<file path="config.mk">
export PLATFORM = sky130hd
export DESIGN_NAME = fetch_ctrl
export DESIGN_NICKNAME = d
export VERILOG_FILES = /design/src/rtl/fetch_pkg.sv /design/src/rtl/fetch_pc.sv /design/src/rtl/fetch_ctrl.sv
export SDC_FILE = /design/constraint.sdc
export NUM_CORES = 1
export LEC_CHECK = 0
export BUFFER_PORTS_ARGS = -buffer_cell sky130_fd_sc_hd__clkbuf_2
export CAP_MARGIN = 25
export CORE_ASPECT_RATIO = 0.7
export CORE_MARGIN = 5
export CORE_UTILIZATION = 54
export DETAILED_ROUTE_END_ITERATION = 8
export PLACE_DENSITY = 0.95
export SLEW_MARGIN = 0
export SYNTH_ARGS = -nofsm -noshare
export SYNTH_HDL_FRONTEND = slang
export SYNTH_HIERARCHICAL = 1
export SYNTH_SLANG_ARGS = --single-unit
</file>
<file path="constraint.sdc">
create_clock -name clock -period 3.8 [get_ports clock]
set_clock_uncertainty 0.15 [all_clocks]
set_input_delay 0.76 -clock clock [delete_from_list [all_inputs] [get_ports clock]]
set_output_delay 0.76 -clock clock [all_outputs]
set_load 0.005 [all_outputs]
</file>
<file path="src/rtl/fetch_pkg.sv">
// Shared types and constants for the instruction-fetch controller.
// FETCH_CTRL_MISALIGN_EN adds the HALT state for misaligned redirects.
package fetch_pkg;

  localparam int          ADDR_W       = 32;
  localparam logic [31:0] RESET_PC_DEF = 32'h0;
  localparam logic [31:0] PC_STEP      = 32'd4;

  typedef enum logic [1:0] {
    S_REQ,
    S_WAIT,
`ifdef FETCH_CTRL_MISALIGN_EN
    S_OUT,
    S_HALT
`else
    S_OUT
`endif
  } state_e;

  function automatic logic [ADDR_W-1:0] align_pc(
    input logic [ADDR_W-1:0] a
  );
    return {a[ADDR_W-1:2], 2'b00};
  endfunction

endpackage

</file>
<file path="src/rtl/fetch_pc.sv">
// Program counter register: redirect load, +4 increment, or hold.
// Load wins over increment when both are requested.
module fetch_pc
  import fetch_pkg::*;
#(
  parameter logic [ADDR_W-1:0] RESET_PC = RESET_PC_DEF
) (
  input  logic              clock,
  input  logic              reset,
  input  logic              load_en,
  input  logic [ADDR_W-1:0] load_val,
  input  logic              inc_en,
  output logic [ADDR_W-1:0] pc
);

  logic [ADDR_W-1:0] pc_q;
  logic [ADDR_W-1:0] pc_d;

  always_comb begin
    pc_d = pc_q;
    if (load_en)
      pc_d = load_val;
    else if (inc_en)
      pc_d = pc_q + PC_STEP;
  end

  always_ff @(posedge clock or posedge reset) begin
    if (reset)
      pc_q <= RESET_PC;
    else
      pc_q <= pc_d;
  end

  assign pc = pc_q;

endmodule

</file>
<file path="src/rtl/fetch_ctrl.sv">
// Fetch sequencer: one outstanding imem request, stale-response drop.
// FETCH_CTRL_MISALIGN_EN adds io_misalign and a sticky HALT state.
module fetch_ctrl
  import fetch_pkg::*;
#(
  parameter logic [31:0] RESET_PC = RESET_PC_DEF
) (
  input  logic        clock,
  input  logic        reset,
  input  logic        io_redir_valid,
  input  logic [31:0] io_redir_target,
  output logic        io_imem_req_valid,
  input  logic        io_imem_req_ready,
  output logic [31:0] io_imem_req_addr,
  input  logic        io_imem_resp_valid,
  input  logic [31:0] io_imem_resp_data,
  output logic        io_inst_valid,
  input  logic        io_inst_ready,
  output logic [31:0] io_inst,
`ifdef FETCH_CTRL_MISALIGN_EN
  output logic [31:0] io_inst_pc,
  output logic        io_misalign
`else
  output logic [31:0] io_inst_pc
`endif
);

  state_e      state_q;
  logic        drop_q;
  logic        inst_valid_q;
  logic [31:0] inst_q;
  logic [31:0] inst_pc_q;
  logic [31:0] pc;
  logic        load_en;
  logic        inc_en;
  logic [31:0] load_val;
  logic        hs;

`ifdef FETCH_CTRL_MISALIGN_EN
  logic misalign_q;
  logic halt_go;

  assign halt_go = io_redir_valid
                 && (io_redir_target[1:0] != 2'b00)
                 && (state_q != S_HALT);
  assign load_val = io_redir_target;
  assign load_en  = io_redir_valid && !halt_go
                 && (state_q != S_HALT);
  assign io_misalign = misalign_q;
`else
  assign load_val = align_pc(io_redir_target);
  assign load_en  = io_redir_valid;
`endif

  assign inc_en = (state_q == S_OUT)
               && io_inst_ready && !io_redir_valid;

  fetch_pc #(
    .RESET_PC (RESET_PC)
  ) u_pc (
    .clock    (clock),
    .reset    (reset),
    .load_en  (load_en),
    .load_val (load_val),
    .inc_en   (inc_en),
    .pc       (pc)
  );

  assign io_imem_req_valid = (state_q == S_REQ);
  assign io_imem_req_addr  = pc;
  assign hs = io_imem_req_valid && io_imem_req_ready;

  always_ff @(posedge clock or posedge reset) begin
    if (reset) begin
      state_q      <= S_REQ;
      drop_q       <= 1'b0;
      inst_valid_q <= 1'b0;
      inst_q       <= '0;
      inst_pc_q    <= '0;
`ifdef FETCH_CTRL_MISALIGN_EN
      misalign_q   <= 1'b0;
`endif
    end else begin
`ifdef FETCH_CTRL_MISALIGN_EN
      if (halt_go) begin
        state_q      <= S_HALT;
        misalign_q   <= 1'b1;
        drop_q       <= 1'b0;
        inst_valid_q <= 1'b0;
      end else
`endif
      unique case (state_q)
        S_REQ: begin
          if (hs) begin
            state_q <= S_WAIT;
            drop_q  <= io_redir_valid;
          end
        end
        S_WAIT: begin
          // a redirect alongside the response makes that response stale
          if (io_redir_valid && io_imem_resp_valid) begin
            state_q <= S_REQ;
            drop_q  <= 1'b0;
          end else if (io_redir_valid) begin
            drop_q <= 1'b1;
          end else if (io_imem_resp_valid) begin
            if (drop_q) begin
              drop_q  <= 1'b0;
              state_q <= S_REQ;
            end else begin
              inst_q       <= io_imem_resp_data;
              inst_pc_q    <= pc;
              inst_valid_q <= 1'b1;
              state_q      <= S_OUT;
            end
          end
        end
        S_OUT: begin
          if (io_redir_valid || io_inst_ready) begin
            inst_valid_q <= 1'b0;
            state_q      <= S_REQ;
          end
        end
        default: begin
          state_q <= state_q;
        end
      endcase
    end
  end

  assign io_inst_valid = inst_valid_q;
  assign io_inst       = inst_q;
  assign io_inst_pc    = inst_pc_q;

endmodule

</file>
==> results of run 1 <==
-- sequential cells by signal (all words and copies together) (netlist names) --
register,count
drop_q,1
state_q,2
io_inst_pc,32
io_inst_valid,1
u_pc/pc,32
io_inst,32
-- power breakdown --
part | total [mW] | switching (mW) | leakage [nW] | internal, mW
Clock | 0.905 | 0.381 | 0.138 | 0.524
Combinational | 1.37 | 0.512 | 1.63 | 0.854
Sequential | 1.73 | 0.278 | 1.20 | 1.45
-- cell usage in the layout, fill, tap and decap left out, types with 3 or more instances in the layout --
cell type	count
a211o_1	3
mux2_4	60
nand2_1	31
a31oi_1	9
xor2_1	9
and4_1	7
ha_1	6
xnor2_1	3
o211ai_1	3
nand3_1	15
nand4_1	10
nor2_1	11
or4_1	11
inv_1	8
mux2i_1	3
nor4_1	3
clkbuf_16	9
mux2_2	6
and3_1	4
buf_4	4
o21ai_0	13
o31ai_1	8
clkbuf_2	165
dfrtp_1	100
-- layout make-up --
cell class / instances / area share, %
inverter: 10 / 0.623
clock inverter: 4 / 0.830
multi-input combinational: 244 / 35.9
tap: 124 / 2.57
clock buffer: 11 / 4.03
timing repair buffer: 170 / 14.5
sequential: 100 / 41.5
-- worst register-to-register path: cells and delay by family, from the launching register on --
family          cells  cell delay, ns
flops               1            0.42
simple gates        4            1.48
fa+ha+maj           1            0.21
compound gates      1            0.26
buf+inv             1            0.12
-- metal layers --
layer / GRT usage (%) / vias up / part of all wire [%]
met5: 0 / - / 0
met4: 5.23 / 0 / 1.2
met3: 7.39 / 24 / 9.8
met2: 36.0 / 191 / 47
met1: 28.4 / 1817 / 42
li1: - / 1687 / -
-- metrics by stage --
step / cell area (sq um) / instances / power [mW] / hold slack, ns
after floorplan: 4900 / 375 / 2.55 / 0.355
after global placement: 5730 / 648 / 3.05 / 0.339
after detailed placement: 5730 / 648 / 3.12 / 0.342
after CTS: 6030 / 663 / 4.04 / 0.264
after global routing: 6030 / 663 / 4.25 / 0.308
final: 6030 / 663 / 4.00 / 0.260
-- cell families after synthesis --
| kind of cell | after synthesis |
|---|---|
| compound gates | 49 |
| xor+xnor | 12 |
| fa+ha+maj | 6 |
| buf+inv | 31 |
| flops | 100 |
| mux | 70 |
| other cells | 1 |
| simple gates | 105 |
-- final timing paths --
kind	start	endpoint	slack [ns]	depth (start not counted)
worst min-delay path	reset	io_inst_pc[17]$_DFFE_PP0P_	0.26	2
worst max-delay path	state_q[0]$_DFFE_PP0P_	u_pc/pc[26]$_DFFE_PP0N_	1.07	7
worst max register to register	state_q[0]$_DFFE_PP0P_	u_pc/pc[26]$_DFFE_PP0N_	1.07	7
min in group clock	io_inst[15]$_DFFE_PP0P_	io_inst[15]$_DFFE_PP0P_	0.36	1
max in group asynchronous	reset	u_pc/pc[11]$_DFFE_PP0N_	2.31	3
worst min register to register	io_inst[15]$_DFFE_PP0P_	io_inst[15]$_DFFE_PP0P_	0.36	1
==> metrics.txt, run 1 <==
critical path arrival around 2.8 ns; leakage between 2 and 3 nW; post-synthesis sequential area ratio approximately half; Compound-Gate Fraction of Synth Area 7.06%; final wirelength ~12 mm; CTS root buffer clkbuf_16; Area Growth Syn to Fin 23.2%; syn_area_per_cell between 10 and 15 sq um; synth warn 6; pre-CTS WS around 0.91 ns; antenna cells 0; # port buffers 165; number of buffers created by CTS 9; Max Root-Sink Buffers 2; largest family of logic cells by synthesized area multiplexers; final hold violation count 0; vias around 3,700; Die ar. roughly 0.011 sq mm; DRT iter0 DRCs between 150 and 200; Die Ht about 90 microns; Slew headroom about two fifths; initial antenna violation count 0; CTS H-tree depth 3; clock transition at the registers of the reported paths 0.07 ns; Synth top area share around 51%; sequential cell area between 0.002 and 0.003 sq mm; DIE WIDTH roughly 120 microns; final slew viol count 0; final worst setup slack between 1 and 1.5 ns; Initial Utilization between 50% and 60%; Syn Inst Count approximately 370; Post-CTS Resized 0; Max Clock Freq ~370 MHz; CP cell instances inv_1 -> ha_1 -> and3b_1 -> and3_1 -> nand4_4 -> or4_1 -> a31oi_1; count of flip-flops with a built-in enable after synthesis 0; WL per Instance around 18 microns; Final Cycle Share between 70% and 80%; Worst-Margin Slew between 0.9 and 1 ns; GRT Total Usage 21.9%; post-DP HPWL around 8.7 mm; slowest cell on the critical path or4_1; Synth area leaders dfrtp_1 (51%), mux2_4 (18%), buf_12 (2.5%); Mapped Area between 0.004 and 0.005 sq mm; Core Util, Final between 60% and 70%; area leader, netlist dfrtp_1; post-synthesis mux area share roughly a fifth; remaining antenna violation count after routing 0; post-CTS setup buffers 0; Top Ports around 170; DR DRC count 0; # rows 29; CP startpoint kind flop; Worst path top cell family by delay simple AND/OR/NAND/NOR gates; first-pass GRT wire length around 19 mm; crit path kind flop to flop; core footprint roughly 0.0090 sq mm; area of the multi-input gates ~0.0022 sq mm; synthesized flop and latch total 100; Pre-antenna DRT Iters 5; Synth async-reset ratio between 90% and 100%; Synth Area in Simple Gates around an eighth; Synth Area in Adders around 1.5%; minimum clock period after layout approximately 2.7 ns; synth unique cells between 50 and 60; CP max stage delay 0.57 ns; total gr overflow 0; hold_buf cts 0; HP Class input pin to asynchronous set/reset pin; layout cell share with drive strength beyond 1 roughly half; setup_tns 0 ns; ys flop type dfrtp_1; Critical Path RT slightly below 4 ns; CTS tree done; vias per inst roughly 5.6; PD cells between 600 and 700 mW/mm^2; xor/xnor cell area share of the yosys netlist between 2 and 2.5%; gpl congestion slightly below 0.8; largest net degree at the start of global routing 52; Clock Latency Late Sink between 0.3 and 0.4 ns; fillers 680; Peak VDD IR about 300 uV; most common cell in the netlist dfrtp_1; vias in the first global route about 3,700; Setup Viol. Count Final 0; status completed; Crit. End Element flop; Num Clock Sinks 100; crit path max fanout 10; RSZ-0062 raised after global routing no; max-cap violation count 0; final net count between 600 and 700; Post-synth top cells dfrtp_1 (100), mux2_4 (60), nand2_1 (31), nand3_1 (15), o21ai_0 (13); CP bufs+invs 1
No activity file was read; power rests on OpenSTA's default activity.
==> run 2: changes to the inputs <==
CORE_UTILIZATION = 51   (was 54)
PLACE_DENSITY = 0.91   (was 0.95)
clock period = 2.7 ns   (was 3.8 ns; I/O delays follow)
==> run 2 against run 1 <==
Flip-flop and latch count stayed put. Non-clock buffer count is 5 higher. Die area is 5.3% higher. Register-to-register slack worse by 0.93 ns. Cell count is 0.90% higher. Worst setup slack worse by 0.93 ns. Power is 40% higher. Utilization is 1.4 points lower. Combinational power is 42% higher. Clock power is 35% higher. Worst hold slack better by 0.0035 ns. Largest cell class unchanged.
==> metrics.txt, run 2 (same netlist as run 1, synthesis figures left out) <==
HP Class input pin to flop (was input pin to asynchronous set/reset pin); largest net degree at the start of global routing 52 (unchanged); Clk pwr share 21.8% (was 22.6%); Switch Pwr 1.67 mW (was 1.17 mW); worst reg-to-reg path cell count 7 (unchanged); Setup Viol. Count Final 0 (unchanged); Final Cycle Share 94.8% (was 71.9%); setup_tns 0 ns (unchanged); total power 5.60 mW (was 4.00 mW); Initial Utilization 53.1% (was 54.6%); CP cell instances inv_1 -> ha_1 -> and3b_1 -> and3_2 -> nand4_4 -> or4_1 -> a31oi_1 (was inv_1 -> ha_1 -> and3b_1 -> and3_1 -> nand4_4 -> or4_1 -> a31oi_1); total gr overflow 0 (unchanged); antenna cells 0 (unchanged); Worst-Margin Slew 0.646 ns (was 0.922 ns); crit path kind flop to flop (unchanged); final wirelength 12.3 mm (was 12.1 mm); first-pass GRT wire length 19.7 mm (was 19.0 mm); DRT iter0 DRCs 274 (was 197); Max Clock Freq 391 MHz (was 366 MHz); DR DRC count 0 (unchanged); CTS tree done (unchanged); final net count 616 (was 611); PD cells 923 mW/mm^2 (was 664 mW/mm^2); vias in the first global route 3,790 (was 3,679); Sequential Power Share 43.5% (was 43.3%); Area Growth Syn to Fin 24.0% (was 23.2%); hold depth 3; Peak VDD IR 402 uV (was 305 uV); post-CTS setup buffers 0 (unchanged); Worst path top cell family by delay simple AND/OR/NAND/NOR gates (unchanged); Clock Latency Late Sink 0.33 ns (was 0.34 ns); DR WL met3 956 microns (was 1.18 mm); sequential cell area 0.00250 sq mm (unchanged); Crit. End Element flop (unchanged); slowest cell on the critical path or4_1 (unchanged); area of the multi-input gates 0.00216 sq mm (about the same); Die ar. 0.0117 sq mm (was 0.0111 sq mm); final slew viol count 0 (unchanged); layout cell share with drive strength beyond 1 49.0% (was 48.2%); switch share 29.8% (was 29.3%); RSZ-0062 raised after global routing no (unchanged); clock transition at the registers of the reported paths 0.07 ns (about the same); DIE WIDTH 127 microns (was 124 microns); highest metal used met4 (unchanged); initial antenna violation count 0 (unchanged); # port buffers 165 (unchanged); Pre-antenna DRT Iters 4 (was 5); Top Ports 168 (unchanged); status completed (unchanged); Pint 3.93 mW (was 2.83 mW); # rows 29 (unchanged); core footprint 0.00922 sq mm (was 0.00896 sq mm); Die Ht 91.9 microns (was 89.6 microns); WL per Instance 18.4 microns (was 18.2 microns); GRT Total Usage 21.0% (was 21.9%); minimum clock period after layout 2.56 ns (was 2.73 ns); CTS H-tree depth 3 (unchanged); Critical Path RT 2.80 ns (was 3.88 ns); max-cap violation count 0 (unchanged); Slew headroom 56.9% (was 38.5%); CTS root buffer clkbuf_16 (unchanged); crit path max fanout 10 (unchanged); Num Clock Sinks 100 (unchanged); Max Root-Sink Buffers 2 (unchanged); vias per inst 5.52 (was 5.61); CP max stage delay 0.58 ns (was 0.57 ns); metal2 WL 6.03 mm (was 5.62 mm); critical path arrival 2.66 ns (was 2.82 ns); fillers 729 (was 680); final hold violation count 0 (unchanged); post-DP HPWL 8.94 mm (was 8.74 mm); commonest cells after routing, fill and taps aside clkbuf_2 (165), dfrtp_1 (100), mux2_4 (60) (unchanged); Comb pwr share 34.7% (was 34.1%); commonest non-fill, non-tap cell in the layout clkbuf_2 (unchanged); remaining antenna violation count after routing 0 (unchanged); CP bufs+invs 1 (unchanged); gpl congestion 0.848 (was 0.773); number of buffers created by CTS 9 (unchanged); WP depth 7 (unchanged); leakage 2.98 nW (was 2.96 nW); CP startpoint kind flop (unchanged); vias 3,690 (was 3,719); met1 WL 5.21 mm (was 5.13 mm)
## run 2: cell count changes in the layout (fill, tap and decap cells not counted)
cell           previous run  this run
and3_1                    4         3
and3_2                    0         1
buf_4                     4         8
bufinv_16                 1         0
clkbuf_1                  1         0
clkbuf_8                  1         2
clkinv_4                  0         1
clkinvlp_4                2         3
dlygate4sd3_1             0         1
## run 2: area by class of cell
type	count	area share [%]
sequential	100	41.3
multi-input combinational	244	35.7
timing repair buffer	175	15.1
clock inverter	5	0.598
clock buffer	11	4.17
inverter	10	0.619
tap	124	2.56
## run 2: what timing repair did
action,in CTS,in global routing
hold buffers,1,0
hold endpoints to repair,2,0
endpoints found under the setup margin,0,4
gates resized for setup,0,1
## run 2: power groups by stage
stage          clock [mW]  sequential [mW]  combinational [mW]
5_1_grt              1.31             2.50                2.10
4_1_cts              1.24             2.43                1.98
3_5_place_dp            0             2.45                1.96
3_3_place_gp            0             2.39                1.91
2_1_floorplan           0             2.43                1.17
6_report             1.22             2.43                1.94
## run 2: worst paths after layout
check	startpoint	end	slack, ns
hold reg to reg	io_inst_pc[25]$_DFFE_PP0P_	io_inst_pc[25]$_DFFE_PP0P_	0.36
setup / recovery	state_q[0]$_DFFE_PP0P_	u_pc/pc[26]$_DFFE_PP0N_	0.14
setup reg to reg	state_q[0]$_DFFE_PP0P_	u_pc/pc[26]$_DFFE_PP0N_	0.14
min in group asynchronous	reset	u_pc/pc[0]$_DFFE_PP0P_	0.49
hold / removal	io_redir_target[3]	u_pc/pc[3]$_DFFE_PP0N_	0.26
max in group asynchronous	reset	io_inst_pc[4]$_DFFE_PP0P_	0.95
## run 2: per-layer routing
layer  track usage, %  vias to the layer above
met3             5.81                       14
met5                0                        -
met1             27.6                     1807
met4             5.63                        0
li1                 -                     1689
met2             34.4                      180
## run 2: worst reg2reg max path: stages, from the launching register on
cell and delay (ns):
dfrtp_1 0.41, inv_1 0.11, ha_1 0.20, and3b_1 0.31
and3_2 0.33, nand4_4 0.19, or4_1 0.58, a31oi_1 0.19
## run 2: metrics by stage
step           cells  hold slack [ns]  util [%]  setup WS (ns)  area (sq um)
2_1_floorplan    375            0.355         -          0.298          4900
3_3_place_gp     652            0.278      62.5          0.206          5760
3_5_place_dp     652            0.288      62.5          0.139          5760
4_1_cts          669            0.258      65.8         0.0901          6060
5_1_grt          669            0.264      65.8         0.0787          6060
6_report         669            0.264      65.8          0.141          6060
